--- src/rtl/tff_cnt_ctrl.sv ---
// Toggle-vector controller for a WIDTH-bit T flip-flop bank: modulo-MODULUS up/down count, load, hold.
// Optional bank self-check (chk_err) enabled by defining TFF_CTRL_CHECK_EN.
module tff_cnt_ctrl #(
    parameter int unsigned WIDTH   = 4,
    parameter int unsigned MODULUS = 10
) (
    input  logic             clk,
    input  logic             rst,
    input  logic             start,
    input  logic             stop,
    input  logic             en,
    input  logic             up,
    input  logic             load,
    input  logic [WIDTH-1:0] load_val,
    input  logic [WIDTH-1:0] q_in,
    output logic [WIDTH-1:0] t,
    output logic             running,
    output logic             tc,
`ifdef TFF_CTRL_CHECK_EN
    output logic             chk_err,
`endif
    output logic [7:0]       wrap_cnt
);

    localparam int unsigned    CW    = WIDTH + 1;
    localparam logic [CW-1:0]  MOD_X = CW'(MODULUS);
    localparam logic [WIDTH-1:0] TOP = WIDTH'(MODULUS - 1);

    typedef enum logic [1:0] {
        S_IDLE = 2'd0,
        S_RUN  = 2'd1,
        S_LOAD = 2'd2
    } state_t;

    state_t           r_state, w_state_nxt;
    state_t           r_ret, w_ret_nxt;
    logic [WIDTH-1:0] r_load, w_load_nxt, w_load_sat;
    logic [WIDTH-1:0] w_inc, w_dec;
    logic             w_wrap, w_illegal;
    logic             r_running, r_tc;
    logic [7:0]       r_wrap_cnt;

    // Increment/decrement toggle vectors via ripple AND of lower bits
    always_comb begin
        logic carry_u;
        logic carry_d;
        carry_u = 1'b1;
        carry_d = 1'b1;
        w_inc   = '0;
        w_dec   = '0;
        for (int i = 0; i < int'(WIDTH); i++) begin
            w_inc[i] = carry_u;
            w_dec[i] = carry_d;
            carry_u  = carry_u & q_in[i];
            carry_d  = carry_d & ~q_in[i];
        end
    end

    assign w_illegal  = {1'b0, q_in} >= MOD_X;
    assign w_load_sat = ({1'b0, load_val} >= MOD_X) ? TOP : load_val;

    always_ff @(posedge clk or negedge rst) begin
        if (!rst) begin
            r_state <= S_IDLE;
            r_ret   <= S_IDLE;
            r_load  <= '0;
        end else begin
            r_state <= w_state_nxt;
            r_ret   <= w_ret_nxt;
            r_load  <= w_load_nxt;
        end
    end

    always_comb begin
        w_state_nxt = r_state;
        w_ret_nxt   = r_ret;
        w_load_nxt  = r_load;
        w_wrap      = 1'b0;
        t           = '0;
        case (r_state)
            S_IDLE: begin
                if (load) begin
                    w_state_nxt = S_LOAD;
                    w_ret_nxt   = S_IDLE;
                    w_load_nxt  = w_load_sat;
                end else if (stop) begin
                    w_state_nxt = S_IDLE;
                end else if (start) begin
                    w_state_nxt = S_RUN;
                end
            end
            S_RUN: begin
                if (load) begin
                    w_state_nxt = S_LOAD;
                    w_ret_nxt   = S_RUN;
                    w_load_nxt  = w_load_sat;
                end else if (stop) begin
                    w_state_nxt = S_IDLE;
                end else if (en) begin
                    // Out-of-range bank state is forced back to zero without counting a wrap
                    if (w_illegal) begin
                        t = q_in;
                    end else if (up) begin
                        if (q_in == TOP) begin
                            t      = q_in;
                            w_wrap = 1'b1;
                        end else begin
                            t = w_inc;
                        end
                    end else begin
                        if (q_in == '0) begin
                            t      = TOP;
                            w_wrap = 1'b1;
                        end else begin
                            t = w_dec;
                        end
                    end
                end
            end
            S_LOAD: begin
                t           = q_in ^ r_load;
                w_state_nxt = r_ret;
            end
            default: begin
                w_state_nxt = S_IDLE;
            end
        endcase
    end

    always_ff @(posedge clk or negedge rst) begin
        if (!rst) begin
            r_running  <= 1'b0;
            r_tc       <= 1'b0;
            r_wrap_cnt <= '0;
        end else begin
            r_running <= (w_state_nxt == S_RUN) || (w_state_nxt == S_LOAD);
            r_tc      <= w_wrap;
            if (w_wrap && (r_wrap_cnt != 8'hFF)) begin
                r_wrap_cnt <= r_wrap_cnt + 8'd1;
            end
        end
    end

    assign running  = r_running;
    assign tc       = r_tc;
    assign wrap_cnt = r_wrap_cnt;

`ifdef TFF_CTRL_CHECK_EN
    logic [WIDTH-1:0] r_exp_q;
    logic             r_arm;
    logic             r_chk_err;

    // Bank must equal last cycle's q_in ^ t; first edge after reset only primes exp_q
    always_ff @(posedge clk or negedge rst) begin
        if (!rst) begin
            r_exp_q   <= '0;
            r_arm     <= 1'b0;
            r_chk_err <= 1'b0;
        end else begin
            r_exp_q <= q_in ^ t;
            r_arm   <= 1'b1;
            if (r_arm && (q_in != r_exp_q)) begin
                r_chk_err <= 1'b1;
            end
        end
    end

    assign chk_err = r_chk_err;
`endif

endmodule

--- config.mk ---
export PLATFORM = sky130hd
export DESIGN_NAME = tff_cnt_ctrl
export DESIGN_NICKNAME = d
export VERILOG_FILES = /design/src/rtl/tff_cnt_ctrl.sv
export SDC_FILE = /design/constraint.sdc
export NUM_CORES = 1
export LEC_CHECK = 0
export CORE_AREA = 4 4 58 54
export DETAILED_ROUTE_END_ITERATION = 8
export DIE_AREA = 0 0 62 58
export GPL_ROUTABILITY_DRIVEN = 0
export HOLD_SLACK_MARGIN = 0.1
export PLACE_DENSITY = 0.73
export SLEW_MARGIN = 20
export SYNTH_ARGS = -nofsm -noshare
export SYNTH_HDL_FRONTEND = slang
export SYNTH_SLANG_ARGS = --single-unit
--- constraint.sdc ---
create_clock -name clk -period 4.3 [get_ports clk]
set_clock_uncertainty 0.1 [all_clocks]
set_input_delay 1.075 -clock clk [delete_from_list [all_inputs] [get_ports clk]]
set_output_delay 1.075 -clock clk [all_outputs]
set_load 0.02 [all_outputs]
[After elaboration in Yosys (flattened, before gate mapping)]
Cells that the tools add are included.
Operators by class
  $add $sub $neg: 1
  $lt $le $gt $ge: 2
  eq/ne operators: 8
  multiplexer cells: 26
  bitwise operators: 8
  reduce and logical (&&, ||, !) cells: 8
Operators by type and width (number)
  $mux 4: 8
  $mux 2: 7
  $add 8x1->8 const B: 1
  $ge 4x4->1 const B: 2
  $mux 1: 8
  $ne 8x8->1 const B: 1
  $pmux 4 s2: 1
  $pmux 2 s3: 1
  $and 1x1->1: 4
  $eq 2x1->1 const B: 2
  $eq 2x2->1 const B: 2
  $eq 4x4->1 const B: 1
  $logic_not 4->1: 1
  $ne 2x2->1 const B: 2
  $pmux 2 s2: 1
  $xor 4x4->4: 1
  $not 1->1: 3
  $reduce_and 3->1: 1
  $logic_not 2->1: 1
  $reduce_and 2->1: 1
  $reduce_bool 2->1: 1
  $reduce_or 2->1: 1
  $logic_and 1x1->1: 1
  $logic_or 1x1->1: 1
Storage, ports and cells
  register bits after elaboration: 18
  input bits: 15
  output and inout bits: 14
  logic and storage cells: 59

[Logic depth before layout (Yosys ltp)]
  word-level depth: 10
  gate-level depth with buffers: 7
  depth with buffers taken out: 7

[Worst setup path after synthesis]
No wires, ideal clock.
  path kind: in2out
  start point: input q_in[1]
  end point: output t[3]
  data arrival time: 2.179 ns
  required time: 3.125 ns
  slack: 0.946 ns
  cell stages on the path: 5
  path buffers: 1
  cells stage by stage: clkbuf_1 o21ai_0 o41ai_1 o21ai_0 a21boi_0
On the way
  longest elaborated chain between the ends: 10
  elaborated cells on any way between the ends: 16
Ends and longest elaborated chain
  start, declared: line 15  | input logic [WIDTH-1:0] q_in,
  $not 1->1: line 55  | carry_d = carry_d & ~q_in[i];
  $and 1x1->1 (2 in series): line 55
  $mux 4: line 111  | if (q_in == '0) begin
  $mux 4: line 103  | end else if (up) begin
  $mux 4 (*): line 101  | if (w_illegal) begin
  $mux 4 (*): line 99  | end else if (en) begin
  $mux 4 (*): line 97  | end else if (stop) begin
  $mux 4 (*): line 93  | if (load) begin
  $pmux 4 s2 (*): line 80  | case (r_state)
  end, declared: line 16  | output logic [WIDTH-1:0] t,
Every way passes the cells marked *; elsewhere a longest branch is shown, timed or not.

[Final worst setup path]
Ends and elaborated chain as after synthesis.

==> results by group <==
STA
  – Final Max Slew Viols: 0
  – Relative slew slack: 50.1%
  – Fin crit share: 97.5%
  – Final hold viol count: 0
  – Final setup violation count: 0
  – Max Clock Freq: 238 MHz
  – Setup TNS: 0 ns
  – Tightest Pin Transition: 0.746 ns
  – Hold_ws: 0.376 ns
  – Tmin final: 4.19 ns

Die
  – IO Count: 29
  – Starting Density: 44.3%
  – Core area: 0.00249 mm²
  – Die Y: 58 µm
  – Die Wd: 62 µm
  – # rows: 17
  – Die ar.: 0.00360 mm²

CTS
  – CTS Hold Bufs: 0
  – CTS Sinks: 17
  – Clk slew on worst S/H paths: 0.09 ns
  – CTS max path bufs: 2
  – Post-CTS sizing: 0
  – CTS Root Cell: clkbuf_4
  – Num CTS Buffers: 3
  – # H-tree levels: 1
  – CTS tree: built
  – Post-CTS setup buffer count: 0
  – Worst skew pair latency: 0.29 ns

Power
  – Clock power share: 15.6%
  – Flop pwr share: 42.3%
  – Pint: 0.340 mW
  – Max VDD drop: 0.274 mV
  – Combinational power share: 42.1%
  – Pleak: 0.624 nW
  – Switching part of the total: 36.3%
  – Pwr per Cell Area: 370 mW/mm²
  – Net switching power: 0.193 mW

Job
  – # Max-Cap Violations: 0

Status
  – Run status: finished clean

Finish
  – Layout cells sized above 1: 11.0%
  – Diode count: 0
  – Final instance area: 0.00144 mm²
  – Filler cells: 224
  – Fin cells: 174
  – Area grow syn2layout: 30.6%
  – Nets: 167

Global route
  – Congestion Overflow GR: 0
  – GRT Overall Usage: 14.0%
  – Vias in the first global route: 842
  – Pin count of the biggest net entering global routing: 18
  – First-pass GRT wire length: 3.81 mm
  – Initial antenna violation count: 0

Placed design
  – Area post-placement: 0.00141 mm²
  – Port bufs: 28
  – Dpl cells: 170
  – Final HPWL DP: 1.80 mm

Routing
  – Vias: 905
  – Initial DRC Count: 103
  – DR vias/cell: 5.20
  – WL per Instance: 13.4 µm
  – Post-Route WL: 2.34 mm
  – Residual DRC: 0
  – Post-route ant nets: 0
  – DR pass1 iterations: 4

Yosys
  – Synth top area share: 38.5%
  – Post-Syn Area: 0.00110 mm²
  – Ys flop type: dfrtp_1
  – EDFF count, synth: 0
  – Post-synth cell types: 39
  – FFs w/ async S/R, synth: 100%
  – Largest area contributor in the netlist: dfrtp_1
  – Yosys reg bits: 17
  – Syn nets: 137
  – Synth area leaders: dfrtp_1 39%, xor2_1 6.3%, ha_1 5.7%, nand2_1 4.8%, o21ai_0 4.1%
  – Avg Cell Area, Syn: 9.43 µm²
  – Ys Warns: 0
  – Register area share after synthesis: 38.5%
  – Synthesized instance count: 117

Critical path
  – WS Path Type: input pin to output pin
  – Arrival time of the worst setup path: 3.02 ns
  – CP max FO: 8
  – WP data required: 3.12 ns
  – Startpoint Class: input pin
  – Crit. End Element: output pin

Min path
  – Hold Crit Class: register to register
## synth_stat cells, types with 3 or more instances
| master | n |
|---|---|
| dfrtp_1 | 17 |
| inv_1 | 5 |
| o21ai_0 | 9 |
| nor2_1 | 9 |
| nand2b_1 | 4 |
| ha_1 | 5 |
| a21oi_1 | 4 |
| xor2_1 | 8 |
| nor3_1 | 4 |
| o21a_1 | 3 |
| nand2_1 | 14 |
| a21boi_0 | 3 |
## power by group through the flow
stage,Sequential [mW],Clock [mW],Combinational (mW)
floorplan,0.227,0,0.144
global placement,0.227,0,0.220
detailed placement,0.229,0,0.224
CTS,0.225,0.0875,0.226
global route,0.231,0.0989,0.252
finish,0.226,0.0831,0.225
## critical path: stages
cell and delay, ns:
clkdlybuf4s50_1 0.70, o21ai_0 0.24, o41ai_2 0.10, o21ai_0 0.11, a21boi_0 0.17, clkdlybuf4s50_1 0.63
## state kept, by name, summed over array words and instances (netlist names)
register and count:
r_load 4, r_ret 1, r_state 2, running 1, tc 1, wrap_cnt 8
## worst paths after layout
path                            start     endpoint  slack (ns)  cells after the start
setup reg to reg           r_state[1]  wrap_cnt[1]        2.32                      6
max in group asynchronous         rst     r_ret[0]        2.50                      1
min in group asynchronous         rst  wrap_cnt[6]        1.12                      1
hold / removal               r_ret[0]     r_ret[0]        0.38                      2
hold reg to reg              r_ret[0]     r_ret[0]        0.38                      2
setup / recovery              q_in[1]         t[3]        0.11                      6
## through the flow
stage	total power, mW	worst slack, ns	utilization [%]
final	0.534	0.106	57.9
after global routing	0.582	-0.0669	57.9
after CTS	0.539	0.120	57.5
after detailed placement	0.453	0.130	56.5
after global placement	0.447	0.214	56.5
after floorplan	0.371	0.946	-
## per-layer routing
layer | global-route usage (%) | up-vias | routed length [µm]
li1 | - | 472 | -
met2 | 19.7 | 22 | 1060
met5 | 0 | - | 0
met1 | 20.9 | 409 | 1150
met4 | 5.45 | 0 | 17
met3 | 2.67 | 2 | 105
## final cells by class
cell class | instances | area [µm²] | share of cell area [%]
multi-input combinational | 92 | 653 | 45.3
sequential | 17 | 425 | 29.5
timing repair buffer | 28 | 283 | 19.6
tap | 28 | 35.0 | 2.43
clock buffer | 4 | 26.3 | 1.82
inverter | 5 | 18.8 | 1.30
## layout by cell type (no fill, tap or decap), drive strengths merged
cell type / synthesis / final
nor4b: 1 / 1
a31oi: 2 / 2
o41ai: 1 / 1
a41oi: 1 / 1
xor2: 8 / 8
nor4: 3 / 3
dfrtp: 17 / 17
dlymetal6s2s: 0 / 1
a21oi: 4 / 4
xnor2: 1 / 1
a21boi: 3 / 3
clkdlybuf4s50: 0 / 27
and4bb: 2 / 2
nor2b: 1 / 1
mux2: 2 / 2
a211oi: 1 / 1
nand3: 2 / 2
clkbuf: 1 / 4
o21a: 3 / 3
nor2: 11 / 11
o211ai: 2 / 2
nand4: 1 / 1
nand2b: 4 / 4
inv: 5 / 5
a31o: 1 / 1
ha: 5 / 5
o21ai: 10 / 10
and2: 1 / 1
nand2: 14 / 14
and3: 2 / 2
nor3: 6 / 6
## kinds of logic (layout without fill, tap and decap cells)
kind of cell               count (synthesis)  count (layout)  synth area share (%)
and+or+nand+nor                           48              48                  26.4
buffers and inverters                      8              37                  2.95
xor gates and xnor gates                   9               9                  7.14
AOI/OAI and AO/OA                         28              28                  17.2
muxes                                      2               2                  2.04
adders and majority gates                  5               5                  5.67
DFF                                       17              17                  38.5
Note: power is estimated with default switching activity, not from simulation.
